==> src/rtl/bcd_disp_pkg.sv <==
`default_nettype none
// ----------------------------------------------------------------------------
// bcd_disp_pkg : 7-segment glyph constants and BCD glyph lookup. Rev 1.0
// ----------------------------------------------------------------------------
package bcd_disp_pkg;

  typedef logic [3:0] bcd_t;

  // Segment bit positions within {dp,g,f,e,d,c,b,a}
  localparam int SEG_A  = 0;
  localparam int SEG_B  = 1;
  localparam int SEG_C  = 2;
  localparam int SEG_D  = 3;
  localparam int SEG_E  = 4;
  localparam int SEG_F  = 5;
  localparam int SEG_G  = 6;
  localparam int SEG_DP = 7;

  localparam logic [7:0] SEG_0    = 8'h3F;
  localparam logic [7:0] SEG_1    = 8'h06;
  localparam logic [7:0] SEG_2    = 8'h5B;
  localparam logic [7:0] SEG_3    = 8'h4F;
  localparam logic [7:0] SEG_4    = 8'h66;
  localparam logic [7:0] SEG_5    = 8'h6D;
  localparam logic [7:0] SEG_6    = 8'h7D;
  localparam logic [7:0] SEG_7    = 8'h07;
  localparam logic [7:0] SEG_8    = 8'h7F;
  localparam logic [7:0] SEG_9    = 8'h6F;
  localparam logic [7:0] SEG_DASH = 8'h40;
  localparam logic [7:0] SEG_OFF  = 8'h00;

  // Non-decimal codes render as a dash so corrupt counter values are visible
  function automatic logic [7:0] bcd_glyph(input bcd_t bcd);
    case (bcd)
      4'd0:    bcd_glyph = SEG_0;
      4'd1:    bcd_glyph = SEG_1;
      4'd2:    bcd_glyph = SEG_2;
      4'd3:    bcd_glyph = SEG_3;
      4'd4:    bcd_glyph = SEG_4;
      4'd5:    bcd_glyph = SEG_5;
      4'd6:    bcd_glyph = SEG_6;
      4'd7:    bcd_glyph = SEG_7;
      4'd8:    bcd_glyph = SEG_8;
      4'd9:    bcd_glyph = SEG_9;
      default: bcd_glyph = SEG_DASH;
    endcase
  endfunction

endpackage
`default_nettype wire

==> src/rtl/seg7_decode.sv <==
`default_nettype none
// ----------------------------------------------------------------------------
// seg7_decode : BCD + blank + dp to active-high {dp,g..a} segments. Rev 1.0
// ----------------------------------------------------------------------------
module seg7_decode
  import bcd_disp_pkg::*;
(
  input  logic [3:0] bcd,
  input  logic       blank,
  input  logic       dp,
  output logic [7:0] seg
);

  // Blanking clears the glyph only; the decimal point stays visible
  always_comb begin
    seg         = blank ? SEG_OFF : bcd_glyph(bcd);
    seg[SEG_DP] = dp;
  end

endmodule
`default_nettype wire

==> src/rtl/seg_scan_mux.sv <==
`default_nettype none
// ----------------------------------------------------------------------------
// seg_scan_mux : time-multiplexed 7-segment scanner with frame-aligned commit.
// Rev 1.0
// ----------------------------------------------------------------------------
module seg_scan_mux
  import bcd_disp_pkg::*;
#(
  parameter int NDIG         = 4,
  parameter int REFRESH_DIV  = 1000,
  parameter int BLANK_CYCLES = 8,
  parameter bit SEG_ACT_LOW  = 1'b0,
  parameter bit AN_ACT_LOW   = 1'b0
) (
  input  logic              clk,
  input  logic              rst,
  input  logic [4*NDIG-1:0] digits_in,
  input  logic [NDIG-1:0]   dp_in,
  input  logic              update,
  input  logic              blank_lz,
  output logic [7:0]        seg,
  output logic [NDIG-1:0]   an,
  output logic              frame_tick,
  output logic              pending
);

  localparam int PW = (REFRESH_DIV > 1) ? $clog2(REFRESH_DIV) : 1;
  localparam int IW = $clog2(NDIG);
  localparam logic [PW-1:0] PRE_LAST  = PW'(REFRESH_DIV - 1);
  localparam logic [PW-1:0] PRE_BLANK = PW'(BLANK_CYCLES);
  localparam logic [IW-1:0] IDX_LAST  = IW'(NDIG - 1);

  logic [PW-1:0]     prescaler_q, prescaler_d;
  logic [IW-1:0]     idx_q, idx_d;
  logic [4*NDIG-1:0] shadow_dig_q, shadow_dig_d, active_dig_q, active_dig_d;
  logic [NDIG-1:0]   shadow_dp_q, shadow_dp_d, active_dp_q, active_dp_d;
  logic              pending_q, pending_d, frame_tick_q, frame_tick_d;
  logic [7:0]        seg_q, seg_d;
  logic [NDIG-1:0]   an_q, an_d;

  logic              slot_end, wrap, drive, zero_above;
  logic [NDIG-1:0]   lz_mask;
  logic [3:0]        cur_digit;
  logic [7:0]        dec_seg;

  always_comb begin
    slot_end     = (prescaler_q == PRE_LAST);
    wrap         = slot_end && (idx_q == IDX_LAST);
    prescaler_d  = slot_end ? '0 : prescaler_q + 1'b1;
    idx_d        = idx_q;
    if (slot_end) idx_d = (idx_q == IDX_LAST) ? '0 : idx_q + 1'b1;

    shadow_dig_d = shadow_dig_q;
    shadow_dp_d  = shadow_dp_q;
    active_dig_d = active_dig_q;
    active_dp_d  = active_dp_q;
    pending_d    = pending_q;
    frame_tick_d = wrap;

    // An update landing on the wrap edge bypasses the shadow so it is not lost
    if (wrap && update) begin
      shadow_dig_d = digits_in;
      shadow_dp_d  = dp_in;
      active_dig_d = digits_in;
      active_dp_d  = dp_in;
      pending_d    = 1'b0;
    end else begin
      if (wrap && pending_q) begin
        active_dig_d = shadow_dig_q;
        active_dp_d  = shadow_dp_q;
        pending_d    = 1'b0;
      end
      if (update) begin
        shadow_dig_d = digits_in;
        shadow_dp_d  = dp_in;
        pending_d    = 1'b1;
      end
    end
  end

  always_comb begin
    cur_digit  = 4'd0;
    lz_mask    = '0;
    zero_above = 1'b1;
    for (int k = 0; k < NDIG; k++) begin
      if (idx_q == IW'(k)) cur_digit = active_dig_q[4*k +: 4];
    end
    // Digit k is a leading zero when it and every higher digit is zero
    for (int k = NDIG - 1; k >= 0; k--) begin
      zero_above = zero_above && (active_dig_q[4*k +: 4] == 4'd0);
      lz_mask[k] = zero_above && (k != 0);
    end
  end

  seg7_decode u_decode (
    .bcd   (cur_digit),
    .blank (blank_lz && lz_mask[idx_q]),
    .dp    (active_dp_q[idx_q]),
    .seg   (dec_seg)
  );

  always_comb begin
    drive = (prescaler_q >= PRE_BLANK);
    an_d  = '0;
    seg_d = SEG_OFF;
    if (drive) begin
      an_d[idx_q] = 1'b1;
      seg_d       = dec_seg;
    end
  end

  always_ff @(posedge clk or negedge rst) begin
    if (!rst) begin
      prescaler_q  <= '0;
      idx_q        <= '0;
      shadow_dig_q <= '0;
      shadow_dp_q  <= '0;
      active_dig_q <= '0;
      active_dp_q  <= '0;
      pending_q    <= 1'b0;
      frame_tick_q <= 1'b0;
      seg_q        <= SEG_OFF;
      an_q         <= '0;
    end else begin
      prescaler_q  <= prescaler_d;
      idx_q        <= idx_d;
      shadow_dig_q <= shadow_dig_d;
      shadow_dp_q  <= shadow_dp_d;
      active_dig_q <= active_dig_d;
      active_dp_q  <= active_dp_d;
      pending_q    <= pending_d;
      frame_tick_q <= frame_tick_d;
      seg_q        <= seg_d;
      an_q         <= an_d;
    end
  end

  assign seg        = seg_q ^ {8{SEG_ACT_LOW}};
  assign an         = an_q ^ {NDIG{AN_ACT_LOW}};
  assign frame_tick = frame_tick_q;
  assign pending    = pending_q;

endmodule
`default_nettype wire

==> config.mk <==
export PLATFORM = sky130hd
export DESIGN_NAME = seg_scan_mux
export DESIGN_NICKNAME = d
export VERILOG_FILES = /design/src/rtl/bcd_disp_pkg.sv /design/src/rtl/seg7_decode.sv /design/src/rtl/seg_scan_mux.sv
export SDC_FILE = /design/constraint.sdc
export NUM_CORES = 1
export LEC_CHECK = 0
export ABC_AREA = 1
export CORE_MARGIN = 2
export CORE_UTILIZATION = 25
export CTS_BUF_LIST = sky130_fd_sc_hd__clkbuf_8
export DETAILED_ROUTE_END_ITERATION = 8
export GPL_TIMING_DRIVEN = 0
export PLACE_DENSITY = 0.43
export SLEW_MARGIN = 40
export SYNTH_ARGS = -nofsm -noshare
export SYNTH_HDL_FRONTEND = slang
export SYNTH_HIERARCHICAL = 1
export SYNTH_SLANG_ARGS = --single-unit
export TNS_END_PERCENT = 30
==> constraint.sdc <==
create_clock -name clk -period 4.5 [get_ports clk]
set_clock_uncertainty 0.15 [all_clocks]
set_input_delay 0.45 -clock clk [delete_from_list [all_inputs] [get_ports clk]]
set_output_delay 0.45 -clock clk [all_outputs]
set_load 0.02 [all_outputs]
======== Word-level counts from Yosys, hierarchy flattened ========
Memories as Yosys holds them, arrays and structs flattened.
Cells that the tools add are included.
cells by class
  add/subtract/negate cells ............... 2
  $lt $le $gt $ge ......................... 3
  eq/ne operators ......................... 4
  muxes and demuxes ....................... 26
  reduce and logical (&&, ||, !) cells .... 14
operators with widths
  cell                     number
  $mux W16                 4
  $mux W4                  9
  $logic_not A4 Y1         3
  $add A10 B1 Y10 const B  1
  $eq A10 B10 Y1 const B   1
  $ge A10 B4 Y1 const B    1
  $mux W10                 1
  $mux W8                  1
  $logic_and A1 B1 Y1      7
  $mux W7                  1
  $mux W1                  6
  $bmux W1 S2              2
  $eq A2 B2 Y1 const B     2
  $reduce_bool A2 Y1       2
  $lt A2 B3 Y1 const B     1
  $reduce_bool A3 Y1       1
  $add A2 B1 Y2 const B    1
  $demux W1 S2             1
  $eq A2 B1 Y1 const B     1
  $ge A2 B1 Y1 const B     1
  $logic_not A2 Y1         1
  $mux W2                  1
word-level totals
  register bits ........................... 66
  bits in read-only memories .............. 112
  output and inout port bits .............. 14
  memories ................................ 1
memories
  memory            depth  width  read ports  clocked after Yosys merged registers in  wr ports  RTL line            RTL
  (name not given)  16     7      1           0                                        0         bcd_disp_pkg.sv:34  case (bcd)

======== Depth between registers and ports, before layout ========
Gate-level depths: netlist (run 1).
  word-level depth ........................ 8
  gate-level depth with buffers ........... 15
  depth with buffers taken out ............ 15

======== Cells and area by module ========
Netlist (run 1), hierarchy kept.
by module, submodules not included
  module        instances  cells an instance  area each (µm²)  seq. area each (µm²)
  seg_scan_mux  1          370                3067.9           1651.6
  seg7_decode   1          38                 214.0            0.0

======== Least setup slack after synthesis (run 1) ========
OpenSTA, ideal clock, no wires.
  path type ............................... reg2reg
  start ................................... reg idx_q[1]
  end ..................................... reg seg_q[3] (netlist: seg[3])
  setup time .............................. 0.131 ns
  data arrival time ....................... 2.112 ns
  data required time ...................... 4.219 ns
  slack ................................... 2.107 ns
  cell stages (with the launch flop) ...... 16
  period minus slack after synthesis ...... 2.393 ns
  cell sequence ........................... dfrtp_1 inv_1 ha_1 inv_1 nand3_1 nand2_1 o21ai_0 o21ai_0 inv_1 ha_1 nand2_1 inv_1 nor2_1 nor2_1 inv_1 nor2_1
on the way
  cells in the longest elaborated chain, start to end .. 8
  elaborated cells on any way between the ends .. 14
ends and longest elaborated chain
  item                      RTL line             RTL
  start: declaration        seg_scan_mux.sv:34   logic [IW-1:0] idx_q, idx_d;
  start signal: assignment  seg_scan_mux.sv:126  idx_q <= idx_d;
  $logic_not A2 Y1          seg_scan_mux.sv:86   if (idx_q == IW'(k)) cur_digit = active_dig_q[4*k +: 4];
  $mux W4 (3 in a row)      seg_scan_mux.sv:86
  $mux W4 (*)               seg_scan_mux.sv:86
  net cur_digit[1]          seg_scan_mux.sv:43   logic [3:0] cur_digit;
  $mem_v2 Z16 W7 (*)        --
  $mux W7 (*)               seg7_decode.sv:16    seg = blank ? SEG_OFF : bcd_glyph(bcd);
  net dec_seg[3]            seg_scan_mux.sv:44   logic [7:0] dec_seg;
  $mux W8 (*)               seg_scan_mux.sv:106  if (drive) begin
  net seg_d[3]              seg_scan_mux.sv:38   logic [7:0] seg_q, seg_d;
  end signal: assignment    seg_scan_mux.sv:133  seg_q <= seg_d;
  end: declaration          seg_scan_mux.sv:38
Mark *: on every way through the listed nets, which the timed path passes. The rest lies on a longest branch. The select of a mux whose other input is x is not followed.
A chain may end at the register's enable or synchronous reset.

======== Worst setup path in the final report (run 1) ========
Ends and elaborated chain as after synthesis.

==> reports/metrics.csv, run 1 <==
metric,value,unit
hold_viol,0,
p_sw,270,uW
antenna_found_initial,0,
routed-wl-met3,222,um
worstHoldStart,prescaler_q[0]$_DFF_PN0_,
layout.cells.non_filler,634,
async_flop_share,100,%
dpl.hpwl,5.17,mm
synth.yosys.seq_area_share,50.3,%
cts.sinks,66,
cts_buffers,9,
cts_tree,built,
fp.dieH,119,um
reg2reg_from,idx_q[1]$_DFFE_PN0N_,
slew_viol_final,0,
rsz0062_at_grt,false,
via_count,2504,
dr.pass1.iters,5,
cellPowerDensity,287,nW/um^2
multi_input_area,1320,um^2
fin_crit,2820,ps
clkLatencyLatePin,340,ps
synth.top_cell.area_share,50.3,%
grt_pass1_wl,12.2,mm
start_util,25.8,%
cts_buffer_depth,2,
dpl_cell_area,3900,um^2
cp.required,4560,ps
layout_worst_path_cycle_share,62.7,%
tightest_slew,578,ps
die_w,119,um
core_area,12700,um^2
htree_levels,3,
cts_resized,0,
syn_area_per_cell,8.04,um^2
worst-setup-path-type,flip-flop to flip-flop,
ff_latch_area,1650,um^2
p_clk_share,41.3,%
antennaDiodeCount,0,
final_area,4090,um^2
synth_cell_types,30,
status,completed,
yosysMostFrequentCell,nand2_1,
hp-class,flip-flop to flip-flop,
wl,7.09,mm
worst_setup_path_start_kind,flip-flop,
highest_layer,met4,
reg2reg_setup_slack,1680,ps
synth-edff-count,0,
leakagePower,0.00211,uW
synthCells,408,
critical_path.startpoint,idx_q[1]$_DFFE_PN0N_,
syn_nets,443,
drive_gt1_share,11.5,%
ys_seq_elements,66,
grt.total_usage,10.8,%
cp_max_fo,6,
p_int,905,uW
nets,493,
syn_to_final_growth,24.7,%
worstPathArrival,2880,ps
grt_max_degree,51,
grt_pass1_vias,2499,
end_kind,flip-flop,
vias_per_cell,3.95,
io_pins,38,
clockRootBuffer,clkbuf_8,
pre_cts_slack,1680,ps
timing.slew.headroom,61.1,%
synth_area,3280,um^2
yosys-top-cells-area,"dfrtp_1, nand2_1, nor2_1",
clk_pin_slew_worst_paths,70,ps
port_buffers,37,
switching_share,22.9,%
yosys.area.top_type,dfrtp_1,
finalSetupViolCount,0,
synthFlopType,dfrtp_1,
antenna_left,0,
timing.fmax,354,MHz
met1_length,3.62,mm
drc,0,
combPwrFrac,6.6,%
gp_congestion,0.795,
vdd_drop_max,98.2,uV
synth_top_cells_by_count,"nand2_1, dfrtp_1, nor2_1",
num-fill-cells,1417,
met2_length,3.10,mm
grt_overflow,0,
dp_cells,618,
p_total,1170,uW
num_rows,41,
synth-warning-count,6,
fin_ws,1680,ps
drtIter0Drc,80,
dieArea,14100,um^2
power_frac_seq,52.1,%
post_cts_buffers,0,
wl_per_cell,11.2,um
final.setup.tns,0,ps
drv_cap,0,
worst max-delay path: stages (launching register included):
cell and delay, ps:
dfrtp_1 450, inv_1 120, ha_1 250, inv_1 170, nand3_1 100, nand2_1 80
o21ai_0 80, o21ai_0 480, inv_1 170, ha_1 310, nand2_1 70, inv_1 40
nor2_1 90, nor2_1 40, inv_1 50, nor2_1 40
power by group through the flow:
stage	clock, uW	combinational, uW	sequential, uW
2_1_floorplan	0	34.8	623
3_3_place_gp	0	74.9	624
3_5_place_dp	0	79.0	624
4_1_cts	507	80.0	612
5_1_grt	533	89.1	614
6_report	485	77.4	612
cell usage in the layout (no fill, tap or decap), types with 9 or more instances in the layout:
cell             count
a21oi_1             31
clkbuf_8            10
clkdlybuf4s50_1     36
dfrtp_1             66
ha_1                11
inv_1               58
nand2_1            101
nand3_1              9
nor2_1              57
nor2_2              20
o21ai_0             12
cell families after synthesis:
kind of cell               Yosys count  synth area share, %
adders and majority gates           11                 4.19
buffers and inverters               74                 9.42
AOI/OAI and AO/OA                   50                 8.08
DFF                                 66                 50.3
xor gates and xnor gates             3                0.801
and+or+nand+nor                    204                 27.2
routing by layer:
| metal | up-vias | GRT usage (%) |
|---|---|---|
| met5 | - | 0 |
| met3 | 14 | 1.79 |
| met2 | 38 | 16.3 |
| li1 | 1336 | - |
| met4 | 0 | 5.43 |
| met1 | 1116 | 14.9 |
timing repair:
action | in CTS | in global routing
hold buffers | 1 | 0
setup endpoints to repair | 0 | 0
hold endpoints to repair | 16 | 0
cell type report:
| cell class | instances | area share, % |
|---|---|---|
| clock inverters | 5 | 1.16 |
| plain buffers | 14 | 2.05 |
| repair buffers | 39 | 10.0 |
| clock buffers | 10 | 3.36 |
| well taps | 172 | 5.26 |
| inverters | 60 | 5.50 |
| multi-input cells | 268 | 32.3 |
| flip-flops and latches | 66 | 40.4 |
final timing paths:
kind | endpoint | depth (start not counted)
max | seg[3]$_DFF_PN0_ | 15
min | prescaler_q[0]$_DFF_PN0_ | 1
max reg2reg | seg[3]$_DFF_PN0_ | 15
min reg2reg | prescaler_q[0]$_DFF_PN0_ | 1
max in group asynchronous | active_dig_q[14]$_DFFE_PN0P_ | 3
min in group asynchronous | prescaler_q[3]$_DFF_PN0_ | 2
registers in the layout, indices dropped and copies added, names as in the netlist:
register,cells
pending,1
idx_q,2
prescaler_q,10
frame_tick,1
an,4
active_dig_q,16
shadow_dp_q,4
seg,8
active_dp_q,4
shadow_dig_q,16
stage by stage:
step | hold WS (ps) | util [%]
after global routing | 348 | 32.2
after floorplan | 4.41 | -
after detailed placement | 144 | 30.6
after CTS | 339 | 32.2
after global placement | 318 | 30.4
final | 334 | 32.2
No activity file was read; power rests on OpenSTA's default activity.
==> inputs of run 2 (changes only) <==
==> constraint.sdc (replaced) <==
create_clock -name clk -period 2.8 [get_ports clk]
set_clock_uncertainty 0.15 [all_clocks]
set_input_delay 0.28 -clock clk [delete_from_list [all_inputs] [get_ports clk]]
set_output_delay 0.28 -clock clk [all_outputs]
set_load 0.02 [all_outputs]
==> reports/metrics.csv, run 2 (synthesized netlist as in run 1, its figures left out) <==
metric,value,unit,change
status,completed,,
cp_max_fo,6,,unchanged
cp.required,2860,ps,-1700 ps
hp-class,input pin to async pin,,
p_clk_share,41.2,%,about the same
timing.fmax,396,MHz,+12%
wl,7.08,mm,about the same
cts_buffer_depth,2,,unchanged
syn_to_final_growth,24.7,%,unchanged
htree_levels,3,,unchanged
die_w,119,um,unchanged
critical_path.cell_chain,"inv_1, ha_1, inv_1, nand3_1, nand2_1, o21ai_0, o21ai_2, inv_1, ha_1, nand2_1, inv_1, nor2_1, nor2_1, inv_1, nor2_1",,
core_area,12700,um^2,unchanged
grt_pass1_vias,2499,,unchanged
p_int,1450,uW,+61%
grt_pass1_wl,12.2,mm,unchanged
slew_viol_final,0,,unchanged
num_rows,41,,unchanged
slowest_delay,450,ps,-30 ps
drv_cap,0,,unchanged
cts_tree,built,,
io_pins,38,,unchanged
power_frac_seq,52.2,%,about the same
cellPowerDensity,461,nW/um^2,+60%
clk_pin_slew_worst_paths,70,ps,about the same
clkLatencyLatePin,340,ps,about the same
drc,0,,unchanged
antenna_found_initial,0,,unchanged
num-fill-cells,1420,,+0.21%
nets,492,,-0.20%
layout_worst_path_cycle_share,90.1,%,+27 points
final_common_cell,nand2_1,,
cts.sinks,66,,unchanged
end_kind,flip-flop,,
hold_ws,185,ps,-149 ps
port_buffers,37,,unchanged
wl_per_cell,11.2,um,about the same
vdd_drop_max,155,uV,+58%
leakagePower,0.00211,uW,about the same
worst_setup_path_start_kind,flip-flop,,
start_util,25.8,%,unchanged
worstPathArrival,2580,ps,-300 ps
final.setup.tns,0,ps,unchanged
via_count,2488,,-0.64%
antennaDiodeCount,0,,unchanged
vias_per_cell,3.93,,-0.48%
crit_top_cell,inv_1,,
finalSetupViolCount,0,,unchanged
critPathSlowestCell,dfrtp_1,,
drtIter0Drc,78,,-2.5%
worst-setup-path-type,flip-flop to flip-flop,,
dpl.hpwl,5.17,mm,unchanged
crit_buf_inv,5,,unchanged
grt.total_usage,10.8,%,unchanged
clockRootBuffer,clkbuf_8,,
fp.dieH,119,um,unchanged
grt_max_degree,51,,unchanged
hold_viol,0,,unchanged
post_cts_buffers,0,,unchanged
grt_overflow,0,,unchanged
crit_family,adder cells,,
cts_buffers,9,,unchanged
mostFrequentLayoutCells,"nand2_1, dfrtp_1, inv_1, nor2_1, clkdlybuf4s50_1",,
drive_gt1_share,11.7,%,+0.24 points
switching_share,22.8,%,-0.15 points
timing.slew.headroom,66.3,%,+5.2 points
gp_congestion,0.795,,unchanged
tightest_slew,506,ps,-71.8 ps
fin_crit,2520,ps,-299 ps
dieArea,14100,um^2,unchanged
p_sw,430,uW,+59%
rsz0062_at_grt,false,,
reg_top3,"active_dig_q: 16 flops, shadow_dig_q: 16 flops, prescaler_q: 10 flops",,
combPwrFrac,6.6,%,about the same
antenna_left,0,,unchanged
dr.pass1.iters,4,,-1
run 2: metrics by stage:
step / worst slack [ps] / instances / utilization [%] / area [um^2] / total power [uW]
after global placement: -1130 / 617 / 30.4 / 3870 / 1120
after floorplan: 407 / 408 / - / 3280 / 1060
after CTS: 77.4 / 634 / 32.2 / 4090 / 1930
after global routing: 14.6 / 633 / 32.2 / 4090 / 1990
final: 278 / 633 / 32.2 / 4090 / 1880
after detailed placement: -18.1 / 618 / 30.6 / 3900 / 1130
run 2: area by class of cell:
| type | instances | area [um^2] | share of cell area (%) |
|---|---|---|---|
| flip-flops and latches | 66 | 1650 | 40.4 |
| multi-input cells | 268 | 1330 | 32.4 |
| repair buffers | 39 | 409 | 10.0 |
| inverters | 60 | 225 | 5.50 |
| well taps | 172 | 215 | 5.26 |
| clock buffers | 10 | 138 | 3.36 |
| plain buffers | 13 | 80.1 | 1.96 |
| clock inverters | 5 | 47.5 | 1.16 |
run 2: final timing paths:
kind | startpoint | endpoint | slack (ps) | cells past startpoint
max reg2reg | idx_q[1]$_DFFE_PN0N_ | seg[3]$_DFF_PN0_ | 280 | 15
min in group clk | prescaler_q[0]$_DFF_PN0_ | prescaler_q[0]$_DFF_PN0_ | 330 | 1
max | idx_q[1]$_DFFE_PN0N_ | seg[3]$_DFF_PN0_ | 280 | 15
min reg2reg | prescaler_q[0]$_DFF_PN0_ | prescaler_q[0]$_DFF_PN0_ | 330 | 1
min | rst | prescaler_q[3]$_DFF_PN0_ | 180 | 2
max in group asynchronous | rst | active_dig_q[13]$_DFFE_PN0P_ | 1800 | 3
run 2: repair_timing:
item | CTS | global route
hold buffers | 1 | 0
hold endpoints to repair | 66 | 0
endpoints found under the setup margin | 2 | 5
resized for setup | 1 | 3
run 2: layer usage:
layer  global-route usage (%)  part of all wire, %  wire length [um]  up-vias
li1                         -                    -                 -     1334
met1                     14.9                   51              3610     1103
met2                     16.3                   44              3120       39
met3                     1.79                  3.2               227       12
met4                     5.43                  1.9               132        0
met5                        0                    0                 0        -
run 2: power by group through the flow:
stage                     Clock (uW)  Sequential (uW)  Combinational (uW)
after floorplan                    0             1000                55.9
after global placement             0             1000                 120
after detailed placement           0             1000                 127
after CTS                        815              984                 128
after global routing             857              986                 143
final                            776              984                 125
==> inputs of run 3 (changes only) <==
--- a/config.mk
+++ b/config.mk
@@ -8,7 +8,7 @@
 export ABC_AREA = 1
 export CORE_MARGIN = 2
 export CORE_UTILIZATION = 25
-export CTS_BUF_LIST = sky130_fd_sc_hd__clkbuf_8
+export CTS_BUF_LIST = sky130_fd_sc_hd__clkbuf_8 sky130_fd_sc_hd__clkbuf_16
 export DETAILED_ROUTE_END_ITERATION = 8
 export GPL_TIMING_DRIVEN = 0
 export PLACE_DENSITY = 0.43
==> reports/metrics.csv, run 3 (synthesized netlist as in run 1, its figures left out) <==
metric,value,unit,change
final_area,4190,um^2,+2.5%
final_util,33.0,%,+0.80 points
reg_top3,"active_dig_q: 16 flops, shadow_dig_q: 16 flops, prescaler_q: 10 flops",,
drc,0,,unchanged
tightest_slew,491,ps,-14.8 ps
via_count,2480,,-0.32%
clkLatencyLatePin,320,ps,-20 ps
drive_gt1_share,11.7,%,unchanged
slew_viol_final,0,,unchanged
grt_most_used_layer,met2,,
worstPathArrival,2560,ps,-20 ps
fp.dieH,119,um,unchanged
mostFrequentLayoutCells,"nand2_1, dfrtp_1, inv_1, nor2_1, clkdlybuf4s50_1",,
drv_cap,0,,unchanged
status,completed,,
grt.total_usage,10.8,%,-0.020 points
grt_pass1_vias,2497,,-0.080%
met1_usage,14.9,%,unchanged
end_kind,flip-flop,,
final_common_cell,nand2_1,,
io_pins,38,,unchanged
vdd_drop_max,227,uV,+46%
grt_overflow,0,,unchanged
met3_usage,1.64,%,-0.14 points
port_buffers,37,,unchanged
worst_setup_path_start_kind,flip-flop,,
dr.pass1.iters,4,,unchanged
grt_pass1_wl,12.2,mm,-0.34%
cellPowerDensity,524,nW/um^2,+14%
regToRegEndpoint,seg[3]$_DFF_PN0_,,
dp_cells,618,,unchanged
hold_viol,0,,unchanged
rsz0062_at_grt,false,,
hp-class,input pin to async pin,,
dpl_cell_area,3900,um^2,unchanged
die_w,119,um,unchanged
cp_max_fo,6,,unchanged
htree_levels,3,,unchanged
vias_per_cell,3.92,,-0.32%
layout.cells.non_filler,633,,unchanged
dieArea,14100,um^2,unchanged
syn_to_final_growth,27.8,%,
nets,492,,unchanged
hold_ws,201,ps,+15.8 ps
gp_congestion,0.795,,unchanged
core_area,12700,um^2,unchanged
worst-setup-path-type,flip-flop to flip-flop,,
wl_per_cell,11.1,um,-0.69%
cts_tree,built,,
start_util,25.8,%,unchanged
leakagePower,0.00216,uW,+2.2%
cts_buffer_depth,2,,unchanged
timing.fmax,397,MHz,about the same
layout_worst_path_cycle_share,90.0,%,about the same
drtIter0Drc,63,,-19%
antenna_found_initial,0,,unchanged
clockRootBuffer,clkbuf_16,,
antennaDiodeCount,0,,unchanged
num-fill-cells,1405,,-1.1%
cts_buffers,9,,unchanged
timing.slew.headroom,66.9,%,+0.68 points
finalSetupViolCount,0,,unchanged
use_met2,16.3,%,-0.072 points
reg2reg_setup_slack,280,ps,about the same
cp.required,2840,ps,-20 ps
dpl.hpwl,5.17,mm,unchanged
cts.sinks,66,,unchanged
fin_crit,2520,ps,-1.39 ps
clk_pin_slew_worst_paths,60,ps,about the same
grt_max_degree,51,,unchanged
reg2reg_from,idx_q[1]$_DFFE_PN0N_,,
antenna_left,0,,unchanged
final.setup.tns,0,ps,unchanged
wl,7.03,mm,-0.69%
worstRegToRegCells,15,,unchanged
num_rows,41,,unchanged
-- run 3: cell count changes in the layout (fill, tap and decap cells not counted) --
cell       before  now
clkbuf_16       0    9
clkbuf_8       10    1
-- run 3: final cells by class --
cell class | instances | area (um^2) | share of cell area, %
plain buffers | 13 | 80.1 | 1.91
clock buffers | 10 | 239 | 5.70
clock inverters | 5 | 47.5 | 1.13
inverters | 60 | 225 | 5.37
multi-input cells | 268 | 1330 | 31.6
flip-flops and latches | 66 | 1650 | 39.4
well taps | 172 | 215 | 5.13
repair buffers | 39 | 409 | 9.76
-- run 3: how the worst max path moves through the flow --
stage	startpoint	to	slack [ps]	cells past startpoint
global placement	rst	shadow_dig_q[12]$_DFFE_PN0P_	-1130	1
detailed placement	idx_q[1]$_DFFE_PN0N_	seg[3]$_DFF_PN0_	-20	15
global route	idx_q[1]$_DFFE_PN0N_	seg[3]$_DFF_PN0_	5	15
finish	idx_q[1]$_DFFE_PN0N_	seg[3]$_DFF_PN0_	280	15
floorplan	idx_q[1]$_DFFE_PN0N_	seg[3]$_DFF_PN0_	410	15
CTS	idx_q[0]$_DFFE_PN0N_	seg[3]$_DFF_PN0_	80	12
-- run 3: what timing repair did --
action	CTS	global route
hold endpoints to repair	66	0
resized for setup	1	3
cloned	0	0
setup endpoints to repair	3	6
hold buffers	1	0
pin swaps	0	0
buffers inserted	0	0
-- run 3: per-stage QoR --
step / setup slack, ps / power (uW)
2_1_floorplan: 407 / 1060
3_3_place_gp: -1130 / 1120
3_5_place_dp: -18.1 / 1130
4_1_cts: 79.5 / 2240
5_1_grt: 4.82 / 2300
6_report: 279 / 2200
-- run 3: where the power goes --
part	leakage [uW]	internal, uW	switching [uW]
Sequential	0.000809	980	6.00
Clock	0.000151	698	390
Combinational	0.00120	55.2	68.8
Total	0.00216	1730	464
-- run 3: critical path, cell delays in order, from the launching register on --
cell,delay (ps)
dfrtp_1,440
inv_1,120
ha_1,250
inv_1,170
nand3_1,100
nand2_1,80
o21ai_0,100
o21ai_2,240
inv_1,120
ha_1,290
nand2_1,70
inv_1,40
nor2_1,90
nor2_1,40
inv_1,50
nor2_1,40
-- run 3: layer usage --
layer  share of wire (%)  wire, um
met5                   0         0
met3                 3.0       214
met1                  51      3590
met4                 2.4       170
met2                  44      3060
